$ cat src/rtl/demux8_pkg.sv
`default_nettype none
// ============================================================================
// Module   : demux8_pkg
// Brief    : Shared widths and holding-register state encoding for demux8_deser.
// Revision : 1.0
// ============================================================================
package demux8_pkg;

    localparam int BYTE_W = 8;
    localparam int SEL_W  = 3;

    typedef enum logic [0:0] {
        HOLD_EMPTY = 1'b0,
        HOLD_FULL  = 1'b1
    } hold_state_e;

endpackage : demux8_pkg
`default_nettype wire

$ cat src/rtl/demux1_8.sv
`default_nettype none
// ============================================================================
// Module   : demux1_8
// Brief    : Combinational 1:8 demux, the inverse of the 8:1 serializer mux.
// Revision : 1.0
// ============================================================================
module demux1_8
    import demux8_pkg::*;
(
    input  logic [SEL_W-1:0]  Sel,
    input  logic              D,
    input  logic              en,
    output logic [BYTE_W-1:0] Y
);

    always_comb begin
        Y      = '0;
        Y[Sel] = D & en;
    end

endmodule : demux1_8
`default_nettype wire

$ cat src/rtl/demux8_deser.sv
`default_nettype none
// ============================================================================
// Module   : demux8_deser
// Brief    : Serial-to-parallel receiver with one-entry valid/ready output
//            holding register and sticky overflow flag.
// Revision : 1.0
// ============================================================================
module demux8_deser
    import demux8_pkg::*;
#(
    parameter bit MSB_FIRST = 1'b0
) (
    input  logic              clk,
    input  logic              rst,
    input  logic              bit_in,
    input  logic              bit_valid,
    input  logic              frame_sync,
    output logic [BYTE_W-1:0] out_data,
    output logic              out_valid,
    input  logic              out_ready,
    output logic [SEL_W-1:0]  bit_idx,
    output logic              overflow,
    input  logic              ovf_clear
);

    logic [BYTE_W-1:0] col_q, col_d;
    logic [SEL_W-1:0]  cnt_q, cnt_d;
    logic [BYTE_W-1:0] data_q, data_d;
    logic              ovf_q, ovf_d;
    hold_state_e       state_q, state_d;

    logic [SEL_W-1:0]  w_cnt_eff;
    logic [SEL_W-1:0]  w_pos;
    logic [BYTE_W-1:0] w_we;
    logic              w_complete;
    logic              w_load;
    logic              w_drop;

    // frame_sync restarts the byte, so a bit accepted alongside it lands at slot 0
    assign w_cnt_eff  = frame_sync ? '0 : cnt_q;
    assign w_pos      = MSB_FIRST ? ~w_cnt_eff : w_cnt_eff;
    assign w_complete = bit_valid && (w_cnt_eff == 3'd7);

    demux1_8 u_we_dec (
        .Sel (w_pos),
        .D   (1'b1),
        .en  (bit_valid),
        .Y   (w_we)
    );

    always_comb begin
        col_d = (col_q & ~w_we) | (w_we & {BYTE_W{bit_in}});
        cnt_d = w_cnt_eff;
        if (bit_valid) begin
            cnt_d = w_cnt_eff + 3'd1;
        end
    end

    always_comb begin
        state_d = state_q;
        w_load  = 1'b0;
        w_drop  = 1'b0;
        case (state_q)
            HOLD_EMPTY: begin
                if (w_complete) begin
                    w_load  = 1'b1;
                    state_d = HOLD_FULL;
                end
            end
            HOLD_FULL: begin
                if (w_complete) begin
                    if (out_ready) begin
                        w_load = 1'b1;
                    end else begin
                        w_drop = 1'b1;
                    end
                end else if (out_ready) begin
                    state_d = HOLD_EMPTY;
                end
            end
            default: state_d = HOLD_EMPTY;
        endcase
    end

    always_comb begin
        data_d = w_load ? col_d : data_q;
        ovf_d  = ovf_q;
        if (w_drop) begin
            ovf_d = 1'b1;
        end else if (ovf_clear) begin
            ovf_d = 1'b0;
        end
    end

    always_ff @(posedge clk) begin
        if (rst) begin
            col_q   <= '0;
            cnt_q   <= '0;
            data_q  <= '0;
            ovf_q   <= 1'b0;
            state_q <= HOLD_EMPTY;
        end else begin
            col_q   <= col_d;
            cnt_q   <= cnt_d;
            data_q  <= data_d;
            ovf_q   <= ovf_d;
            state_q <= state_d;
        end
    end

    assign out_data  = data_q;
    assign out_valid = (state_q == HOLD_FULL);
    assign bit_idx   = cnt_q;
    assign overflow  = ovf_q;

endmodule : demux8_deser
`default_nettype wire

$ cat config.mk
export PLATFORM = sky130hd
export DESIGN_NAME = demux8_deser
export DESIGN_NICKNAME = d
export VERILOG_FILES = /design/src/rtl/demux8_pkg.sv /design/src/rtl/demux1_8.sv /design/src/rtl/demux8_deser.sv
export SDC_FILE = /design/constraint.sdc
export NUM_CORES = 1
export LEC_CHECK = 0
export BUFFER_PORTS_ARGS = -buffer_cell sky130_fd_sc_hd__buf_2
export CAP_MARGIN = 25
export CORE_MARGIN = 1.5
export CORE_UTILIZATION = 45
export CTS_BUF_LIST = sky130_fd_sc_hd__clkbuf_4 sky130_fd_sc_hd__clkbuf_8
export DETAILED_ROUTE_END_ITERATION = 16
export PLACE_DENSITY_LB_ADDON = 0.1
export SKIP_CTS_REPAIR_TIMING = 1
export SYNTH_ARGS = -nofsm -noshare
export SYNTH_HDL_FRONTEND = slang
export SYNTH_SLANG_ARGS = --single-unit
$ cat constraint.sdc
create_clock -name clk -period 2 [get_ports clk]
set_input_delay 0.2 -clock clk [delete_from_list [all_inputs] [get_ports clk]]
set_output_delay 0.2 -clock clk [all_outputs]
set_load 0.02 [all_outputs]
* Word level (Yosys, flattened, before mapping)
Cells that the tools add are included.
Word-level totals: register bits 21, latch bits 0, memory bits (writable) 0, bits in read-only memories 0, bits of input ports 7, output and inout port bits 13, logic and storage cells 33, memories 0
Operators by class: add/subtract/negate cells 1, multiply operators 0, div/mod/pow operators 0, order comparisons 2, eq/ne operators 1, shifts and indexed selects 0, muxes and demuxes 15, bitwise gates (word level) 6, reductions and logical operators 3
Operators by type and width (count):
- $and 8x8->8 | 3
- $mux 1 | 10
- $not 8->8 | 1
- $or 8x8->8 | 1
- $mux 3 | 2
- $lt 3x4->1 const B | 1
- $pmux 1 s2 | 2
- $add 3x1->3 const B | 1
- $demux 1 s3 | 1
- $eq 3x3->1 const B | 1
- $ge 3x1->1 const B | 1
- $logic_and 1x1->1 | 2
- $reduce_bool 2->1 | 1
- $not 1->1 | 1

* Logic depth before layout (Yosys ltp)
Gate-level depths: netlist (run 1).
depth in word-level cells 9, mapped depth 9, gate-level depth less buffers 7

* By module
Synthesis (run 1) repeated with hierarchy kept, for this count alone.
Unflattened totals: cell total of the unflattened synthesis 93, area, all modules 950.9 µm²
By module, submodules not included:
- demux8_deser | times used 1, cells each 80, area each 862.1 µm², sequential area each 420.4 µm²
- demux1_8 | times used 1, cells each 13, area each 88.8 µm², sequential area each 0.0 µm²

* Least setup slack after synthesis (run 1)
Ideal clock, no wire load.
kind register to register, start reg cnt_q[0] (netlist: bit_idx[0]), end reg data_q[0] (netlist: out_data[0]), data arrival time 1.792 ns, required time 1.912 ns, path slack 0.120 ns, cell stages (with the launch flop) 9, buffers on the path 2, path through dfxtp_1 buf_4 nor2b_1 ha_1 ha_1 and2_1 clkbuf_1 a21oi_1 a311oi_2
On the way: longest elaborated chain between the ends 9
RTL lines:
- start, declared | line demux8_deser.sv:27 | logic [SEL_W-1:0] cnt_q, cnt_d;
- start signal, assigned | line demux8_deser.sv:104 | cnt_q <= cnt_d;
- $mux 3 (*) | line demux8_deser.sv:40 | assign w_cnt_eff = frame_sync ? '0 : cnt_q;
- $lt 3x4->1 (implied by the code) or $ge 3x1->1 (tied branches) | line demux1_8.sv:18 | Y[Sel] = D & en;
- $logic_and 1x1->1 (implied by the code) | line demux1_8.sv:18
- $mux 1 (implied by the code) | line demux1_8.sv:18
- $demux 1 s3
- $and 8x8->8 (no line)
- $not 8->8 | line demux8_deser.sv:52 | col_d = (col_q & ~w_we) | (w_we & {BYTE_W{bit_in}});
- $and 8x8->8 | line demux8_deser.sv:52
- $or 8x8->8 | line demux8_deser.sv:52
- end signal, assigned | line demux8_deser.sv:105 | data_q <= data_d;
- end, declared | line demux8_deser.sv:28 | logic [BYTE_W-1:0] data_q, data_d;
Every way passes the cells marked *; elsewhere a longest branch is shown, timed or not. A chain may end at the register's enable or synchronous reset.

* Worst setup path in the final report (run 1)
start reg cnt_q[1] (netlist: bit_idx[1]), end reg data_q[2] (netlist: out_data[2])
Same word-level chain as after synthesis.

==> results.cfg, run 1 <==
[outcome]
outcome = finished, final reports clean

[route]
drt_iter0_drc = 23
wl_mm = 1.93
drc = 0
ant_nets = 0
wl_per_cell_um = 13.0
vias_per_cell = 5.64
dr.pass1.iters = 4
routed-via-count = 841

[sta]
fmax_mhz = 607
fin_tns_setup_ns = 0
fin_ws_ns = 0.352
finalSetupViolations = 0
period_needed_ns = 1.65
tightest_slew_ns = 0.420
grt_setup_unrepaired = false
relSlewSlack = 0.716
hold_viol_final = 0
fin_skew_ns = 0.00437
drv_slew = 0
period_share = 0.824

[power_and_ir_drop]
cellLeakagePower_uw = 0.000444
total_power_uw = 681
power_density_nw_per_um2 = 622
vdd_drop_max_mv = 0.330

[clock_tree]
numCtsBuffers = 3
clk_latency_ns = 0.30
htreeDepth = 1
clk_pin_slew_worst_paths_ns = 0.11
root_buffer = clkbuf_4
cts_sinks = 21
cts_tree = yes
cts_buffer_depth = 2

[cells_and_area]
nNetsFinal = 132
utilization = 0.541
syn_to_final_growth_pct = 10.2
drive_above_1_share = 0.230
final_cells = 149
n_antenna_cell = 0

[worst_setup_path]
crit_slowest_cell = dfxtp_1
cp-end-kind = register
crit_path_start = bit_idx[1]$_SDFF_PP0_
reg2reg_slack_ns = 0.35
endpoint = out_data[2]$_SDFFE_PP0P_
arrival_ns = 1.86
crit_fanout = 8
crit_buf_inv = 1
critPathRequiredTime_ns = 2.21
start_kind = register
crit_type = register to register
critPathTopFamily = simple AND/OR/NAND/NOR gates
timing.rr.end = out_data[2]$_SDFFE_PP0P_
cp_num_cells = 7
r2r_start = bit_idx[1]$_SDFF_PP0_
path_cells = nand2b_1 -> inv_1 -> ha_1 -> ha_1 -> and2_1 -> and2_1 -> a311oi_1
reg2regPathDepth = 7
slowest_delay_ns = 0.33

[yosys]
syn_area_um2 = 993
ys_seq_area_frac = 0.423
synth_simple_gate_area_frac = 0.214
ys_warn_count = 0
synth_compound_area_frac = 0.209
ys_ff_latch = 21
synthXorXnorAreaFrac = 0.00882
muxShareOfSynthArea = 0.0302
syn_nets = 116
syn_inst = 107
synth_top_family_by_area = simple AND/OR/NAND/NOR gates
synth_cell_types = 29
synth-adder-area-share = 0.0252
syn_avg_cell_area_um2 = 9.28

[global_route]
grt-ovfl-total = 0
antenna_found_initial = 0
first_global_vias = 692
grt_usage = 0.172
grt_pass1_wl_mm = 3.28
grt_max_degree = 23

[floorplan]
core_um2 = 2020
boundaryPins = 20
die_area_um2 = 2500
start_util = 0.491
die_h_um = 50.0
fp-row-count = 16
fp.dieW_um = 50.0

[placement]
gp_congestion = 0.775
port_buffers = 19
dp_slack_ns = 0.214
dp.cells = 145
dpl.hpwl_mm = 1.39

[hold_path]
min_from = out_ready
hold_depth = 4
hold_class = input port to register

[flow_run]
cap_violations = 0
## stage by stage
step                      cell area, um2  hold WS, ns
after floorplan                      993        0.380
after global placement              1070        0.459
after detailed placement            1070        0.476
after CTS                           1090        0.190
after global routing                1090        0.202
final                               1090        0.198
## worst register-to-register path: stages (launching register included)
cell	delay, ns
dfxtp_1	0.33
nand2b_1	0.11
inv_1	0.09
ha_1	0.20
ha_1	0.16
and2_1	0.16
and2_1	0.25
a311oi_1	0.25
## worst min path at each step
stage                           endpoint  slack (ns)
floorplan            col_q[0]$_SDFF_PP0_        0.38
global placement     col_q[0]$_SDFF_PP0_        0.46
detailed placement   col_q[0]$_SDFF_PP0_        0.48
CTS                 out_valid$_SDFF_PP0_        0.19
global route        out_valid$_SDFF_PP0_        0.20
finish              out_valid$_SDFF_PP0_        0.20
## power by group
group	internal (uW)	switching [uW]	total, uW
Clock	74.6	126	201
Combinational	21.7	34.5	56.1
Sequential	422	1.61	424
Total	519	162	681
## cell usage in the layout, fill, tap and decap left out
master	n
dfxtp_1	21
buf_2	19
a21oi_1	16
nor2_1	7
o21ai_0	7
a311oi_1	7
nand3_1	6
nand2b_1	4
nor2b_1	4
inv_1	3
mux2i_1	3
clkbuf_4	3
buf_4	3
and2_1	2
nand4b_1	2
ha_1	2
and4b_1	1
and3b_1	1
nand3b_1	1
o31ai_1	1
and4bb_1	1
nand4bb_1	1
and2b_1	1
o41ai_1	1
nor3_2	1
xnor2_1	1
or3b_1	1
a311oi_2	1
clkinv_2	1
## cells in the mapped netlist
cell type	number	share of area
nand3_1	6	0.030
o41ai_1	1	0.0088
dfxtp_1	21	0.42
mux2i_1	3	0.030
and4b_1	1	0.010
nand2b_1	4	0.025
a21oi_1	16	0.081
inv_1	3	0.011
nor2_1	7	0.026
buf_4	3	0.023
xnor2_1	1	0.0088
nor2b_1	4	0.025
and2b_1	1	0.0076
clkbuf_1	3	0.011
a311oi_2	1	0.015
nand4b_1	2	0.018
and3b_1	1	0.0088
o31ai_1	1	0.0076
buf_2	2	0.010
nor3_2	1	0.010
a311oi_1	7	0.062
ha_1	2	0.025
and4bb_1	1	0.013
buf_6	3	0.034
nand4bb_1	1	0.011
and2_1	2	0.013
o21ai_0	7	0.035
or3b_1	1	0.0088
nand3b_1	1	0.0076
## state kept, by name, summed over array words and instances, names as in the netlist
name / count
out_data: 8
bit_idx: 3
out_valid: 1
col_q: 8
overflow: 1
## routing by layer
layer	wire length (um)	share of wire	track usage	vias up
met4	13	0.0067	0.0926	0
met3	149	0.077	0.0333	2
met1	932	0.48	0.258	388
met5	0	0	0	-
met2	839	0.43	0.226	30
li1	-	-	-	421
## logic make-up after synthesis
family,count (synthesis)
AO/OA/AOI/OAI,33
AND/OR/NAND/NOR,33
flip-flops,21
XOR/XNOR,1
multiplexers,3
buffers and inverters,14
adder cells (fa/ha/maj),2
## final cells by class
type                       instances  area [um2]
timing repair buffer              22         118
multi-input combinational         72         484
inverter                           3        11.3
fill                             207         927
clock buffer                       3        22.5
tap                               27        33.8
sequential                        21         420
clock inverter                     1        5.00
Note: power is estimated with default switching activity, not from simulation.
==> run 2, diff against run 1 <==
--- a/config.mk
+++ b/config.mk
@@ -5,6 +5,7 @@
 export SDC_FILE = /design/constraint.sdc
 export NUM_CORES = 1
 export LEC_CHECK = 0
+export ABC_AREA = 1
 export BUFFER_PORTS_ARGS = -buffer_cell sky130_fd_sc_hd__buf_2
 export CAP_MARGIN = 25
 export CORE_MARGIN = 1.5
==> constraint.sdc (replaced) <==
create_clock -name clk -period 1.65 [get_ports clk]
set_input_delay 0.165 -clock clk [delete_from_list [all_inputs] [get_ports clk]]
set_output_delay 0.165 -clock clk [all_outputs]
set_load 0.02 [all_outputs]
==> run 2 against run 1 <==
Compared with the run above: die area fell by 5.3%; clock skew down 0.0028 ns; largest power group unchanged; via count decreased by 0.12%.
==> results.cfg, run 2 <==
[sta]
fin_skew_ns = 0.00162
drv_slew = 0
fin_ws_ns = 0.137
period_share = 0.917
hold_viol_final = 0
finalSetupViolations = 0
fin_tns_setup_ns = 0
grt_setup_unrepaired = false
tightest_slew_ns = 0.403
period_needed_ns = 1.51
relSlewSlack = 0.729
fmax_mhz = 661

[yosys]
synth_edf_count = 0
synth_top_area_frac = 0.449
synth_cell_types = 16
syn_avg_cell_area_um2 = 7.15
synth_largest_area_cell = dfxtp_1
synth-main-ff-cell = dfxtp_1
syn_nets = 140
synth_area_leaders = dfxtp_1 45%, nand2_1 12%, nand3_1 9.1%
synth_common_cells = 29 x nand2_1, 21 x dfxtp_1, 20 x nor2_1
syn_inst = 131
ys_ff_latch = 21
synth_async_sr_flop_share = 0
syn_area_um2 = 937
ys_seq_area_frac = 0.449
ys_warn_count = 0
yosysMostFrequentCell = nand2_1

[cells_and_area]
n_antenna_cell = 0
nNetsFinal = 161
drive_above_1_share = 0.219
layout_common_cells = 28 x nand2_1, 20 x nor2_1, 19 x dfxtp_1, 19 x buf_2, 17 x nand3_1
final_common_cell = nand2_1
syn_to_final_growth_pct = 16.4

[clock_tree]
clk_pin_slew_worst_paths_ns = 0.12
numCtsBuffers = 3
cts_sinks = 21
cts_buffer_depth = 2
htreeDepth = 1
root_buffer = clkbuf_4
clk_latency_ns = 0.30
cts_tree = yes

[global_route]
first_global_vias = 710
grt_usage = 0.161
grt_pass1_wl_mm = 3.09
antenna_found_initial = 0
grt_max_degree = 21
grt-ovfl-total = 0

[route]
wl_per_cell_um = 9.60
routed-via-count = 840
wl_mm = 1.71
ant_nets = 0
vias_per_cell = 4.72
drc = 0
drt_iter0_drc = 14
dr.pass1.iters = 4

[power_and_ir_drop]
power_density_nw_per_um2 = 765
total_power_uw = 834
cellLeakagePower_uw = 0.000543
vdd_drop_max_mv = 0.452

[placement]
gp_congestion = 0.806
port_buffers = 19
dpl.hpwl_mm = 1.22
dp_slack_ns = 0.106

[worst_setup_path]
r2r_start = bit_idx[0]$_SDFF_PP0_
path_cells = nand2_2 -> inv_1 -> ha_1 -> ha_1 -> nand2_2 -> nor2_4 -> buf_12 -> nor2_1 -> nor2_1 -> nand2_1 -> inv_1
crit_type = register to register
arrival_ns = 1.73
cp-end-kind = register
start_kind = register
crit_fanout = 16
slowest_delay_ns = 0.38
critPathRequiredTime_ns = 1.86
crit_buf_inv = 3
crit_slowest_cell = dfxtp_4
reg2reg_slack_ns = 0.14
critPathTopFamily = simple AND/OR/NAND/NOR gates
timing.rr.end = out_data[2]$_SDFFE_PP0P_
reg2regPathDepth = 11

[floorplan]
start_util = 0.478
boundaryPins = 20
fp-row-count = 16
die_h_um = 48.6
fp.dieW_um = 48.6
die_area_um2 = 2370
core_um2 = 1960

[flow_run]
cap_violations = 0

[hold_path]
hold_depth = 4
min_from = ovf_clear
min_delay_worst_endpoint = overflow$_SDFFE_PP0P_
hold_class = input port to register

[outcome]
outcome = finished, final reports clean
-- run 2: changes by cell type after synthesis, sizes merged, moves of 3 or more --
cell    before  now
a21oi       16   13
a311oi       8    0
buf          8    3
inv          3   18
mux2i        3    0
nand2        0   30
nand2b       4    0
nand3        6   17
nor2         7   22
nor2b        4    0
o21ai        7    3
-- run 2: final cells by class --
class / count / area, um2
clock inverter: 1 / 5.00
fill: 216 / 871
multi-input combinational: 88 / 422
inverter: 18 / 67.6
clock buffer: 3 / 22.5
timing repair buffer: 20 / 115
tap: 27 / 33.8
sequential: 21 / 425
-- run 2: worst reg2reg max path: stages, from the launching register on --
cell and delay [ns]:
dfxtp_4 0.38, nand2_2 0.09, inv_1 0.06, ha_1 0.17
ha_1 0.20, nand2_2 0.10, nor2_4 0.05, buf_12 0.14
nor2_1 0.09, nor2_1 0.04, nand2_1 0.07, inv_1 0.03
-- run 2: logic make-up after synthesis --
kind of cell             Yosys count  synth area share
AO/OA/AOI/OAI                     16            0.0975
adder cells (fa/ha/maj)            2            0.0267
buffers and inverters             22             0.104
flip-flops                        21             0.449
AND/OR/NAND/NOR                   70             0.323
-- run 2: worst max-delay path by stage --
stage / slack (ns) / endpoint / cells past startpoint / startpoint
after floorplan: 0.07 / out_data[1]$_SDFFE_PP0P_ / 10 / bit_idx[1]$_SDFF_PP0_
after global placement: 0.16 / out_data[6]$_SDFFE_PP0P_ / 11 / bit_idx[0]$_SDFF_PP0_
after detailed placement: 0.11 / out_data[2]$_SDFFE_PP0P_ / 11 / bit_idx[0]$_SDFF_PP0_
after CTS: 0.09 / out_data[2]$_SDFFE_PP0P_ / 11 / bit_idx[0]$_SDFF_PP0_
after global routing: 0.006 / out_data[6]$_SDFFE_PP0P_ / 11 / bit_idx[0]$_SDFF_PP0_
final: 0.14 / out_data[2]$_SDFFE_PP0P_ / 11 / bit_idx[0]$_SDFF_PP0_
-- run 2: power breakdown --
part           switching, uW  internal [uW]  leakage [uW]  total [uW]
combinational           46.7           20.7      0.000354        67.3
clock                    156           90.2     0.0000177         246
sequential              6.27            514      0.000171         521
total                    209            625      0.000543         834
-- run 2: through the flow --
stage               cells  cell area (um2)  hold WS, ns   util
floorplan             131              938        0.325      -
global placement      174             1060        0.418  0.539
detailed placement    174             1060        0.419  0.539
CTS                   178             1080       0.0849  0.553
global route          178             1090        0.137  0.556
finish                178             1090       0.0971  0.556
-- run 2: layer usage --
metal	part of all wire	wire length, um	global-route usage	vias to the layer above
met2	0.46	780	0.265	15
met5	0	0	0	-
met3	0.038	65	0.0278	2
met4	0.0059	10	0.0429	0
li1	-	-	-	451
met1	0.50	852	0.217	372
==> run 3, diff against run 2 <==
--- a/config.mk
+++ b/config.mk
@@ -13,6 +13,7 @@
 export CTS_BUF_LIST = sky130_fd_sc_hd__clkbuf_4 sky130_fd_sc_hd__clkbuf_8
 export DETAILED_ROUTE_END_ITERATION = 16
 export PLACE_DENSITY_LB_ADDON = 0.1
+export SETUP_SLACK_MARGIN = 0.4
 export SKIP_CTS_REPAIR_TIMING = 1
 export SYNTH_ARGS = -nofsm -noshare
 export SYNTH_HDL_FRONTEND = slang
==> run 3 against run 2 <==
Compared with the run above: clock power increased by 3%; core utilization grew 3.8 points; wire length increased by 12%; non-clock buffer count grew 3; first-iteration DRC count rose by 21%; power rose by 2.4%; sequential cell count is the same; clock skew up 0.0022 ns; worst hold slack improved by 0.013 ns; sequential power about the same; final area is 6.8% higher.
==> results.cfg, run 3 (same netlist as run 2, synthesis figures left out) <==
[route]
ant_nets = 0
dr.pass1.iters = 4
vias_per_cell = 4.66
wl_mm = 1.92
drt_iter0_drc = 17
routed-via-count = 843
drc = 0
wl_per_cell_um = 10.6

[cells_and_area]
n_antenna_cell = 0
n_fill_cell = 204
final_cells = 181
final_common_cell = nand2_1
syn_to_final_growth_pct = 24.3
drive_above_1_share = 0.279
nNetsFinal = 164
multi_input_area_um2 = 464
regArea_um2 = 429
layout_common_cells = 27 x nand2_1, 20 x nor2_1, 19 x buf_2, 18 x dfxtp_1, 16 x nand3_1

[sta]
fmax_mhz = 716
fin_skew_ns = 0.00381
relSlewSlack = 0.701
period_needed_ns = 1.40
fin_ws_ns = 0.253
fin_tns_setup_ns = 0
finalSetupViolations = 0
period_share = 0.847
grt_setup_unrepaired = true
hold_viol_final = 0
drv_slew = 0
tightest_slew_ns = 0.445

[floorplan]
boundaryPins = 20
fp.dieW_um = 48.6
die_h_um = 48.6
core_um2 = 1960
start_util = 0.478
die_area_um2 = 2370
fp-row-count = 16

[placement]
gp_congestion = 0.744
port_buffers = 19
dpl.hpwl_mm = 1.31
dp.cells = 173
dp_slack_ns = 0.100

[worst_setup_path]
reg2regPathDepth = 11
r2r_start = bit_idx[0]$_SDFF_PP0_
timing.rr.end = out_data[0]$_SDFFE_PP0P_
start_kind = register
critPathRequiredTime_ns = 1.89
arrival_ns = 1.64
endpoint = out_data[0]$_SDFFE_PP0P_
crit_type = register to register
reg2reg_slack_ns = 0.25
crit_fanout = 12
cp-end-kind = register
crit_path_start = bit_idx[0]$_SDFF_PP0_

[clock_tree]
cts_sinks = 21
cts_buffer_depth = 2
clk_pin_slew_worst_paths_ns = 0.11
clk_latency_ns = 0.29
root_buffer = clkbuf_4
htreeDepth = 1
cts_tree = yes
numCtsBuffers = 3

[global_route]
antenna_found_initial = 0
grt_usage = 0.158
grt_max_degree = 21
first_global_vias = 704
grt_pass1_wl_mm = 3.02
grt-ovfl-total = 0

[hold_path]
hold_class = input port to register

[power_and_ir_drop]
power_density_nw_per_um2 = 734
vdd_drop_max_mv = 0.387
cellLeakagePower_uw = 0.000566

[flow_run]
cap_violations = 0

[outcome]
outcome = finished, final reports clean
[run 3: changes by cell type in the layout (fill, tap and decap cells not counted), sizes merged]
| cell | before | now |
|---|---|---|
| buf | 20 | 23 |
| clkbuf | 3 | 4 |
| clkinv | 1 | 0 |
[run 3: area by class of cell]
cell class | instances | area share
multi-input combinational | 88 | 0.398
sequential | 21 | 0.368
timing repair buffer | 23 | 0.118
inverter | 18 | 0.0602
tap | 27 | 0.0290
clock buffer | 4 | 0.0258
[run 3: worst min path at each step]
stage | start | endpoint | depth (start not counted)
2_1_floorplan | bit_valid | overflow$_SDFFE_PP0P_ | 2
3_3_place_gp | ovf_clear | overflow$_SDFFE_PP0P_ | 4
3_5_place_dp | ovf_clear | overflow$_SDFFE_PP0P_ | 4
4_1_cts | ovf_clear | overflow$_SDFFE_PP0P_ | 4
5_1_grt | ovf_clear | overflow$_SDFFE_PP0P_ | 4
6_report | ovf_clear | overflow$_SDFFE_PP0P_ | 4
[run 3: worst max-delay path, cell delays in order, from the launching register on]
cell,delay [ns]
dfxtp_4,0.38
nand2_4,0.06
inv_4,0.07
ha_4,0.13
ha_4,0.14
nand2_4,0.05
nor2_4,0.14
buf_12,0.14
nor2_1,0.04
nor2_1,0.09
nand2_1,0.06
inv_1,0.05
[run 3: metal layers]
layer,share of wire,wire length (um),track usage
met5,0,0,0
met4,0,0,0.0286
met3,0.031,60,0.0278
met2,0.49,933,0.274
met1,0.48,922,0.208
[run 3: power breakdown]
part	internal, uW	leakage [uW]	switching, uW	total [uW]
Sequential	514	0.000172	5.17	519
Clock	110	0.0000184	144	254
Combinational	26.5	0.000376	54.9	81.4
Total	650	0.000566	204	855
[run 3: through the flow]
| step | cell area (um2) | total power (uW) | utilization | hold slack [ns] |
|---|---|---|---|---|
| after floorplan | 993 | 585 | - | 0.325 |
| after global placement | 1090 | 605 | 0.557 | 0.419 |
| after detailed placement | 1090 | 606 | 0.557 | 0.423 |
| after CTS | 1120 | 862 | 0.572 | 0.102 |
| after global routing | 1160 | 896 | 0.594 | 0.148 |
| final | 1160 | 855 | 0.594 | 0.110 |
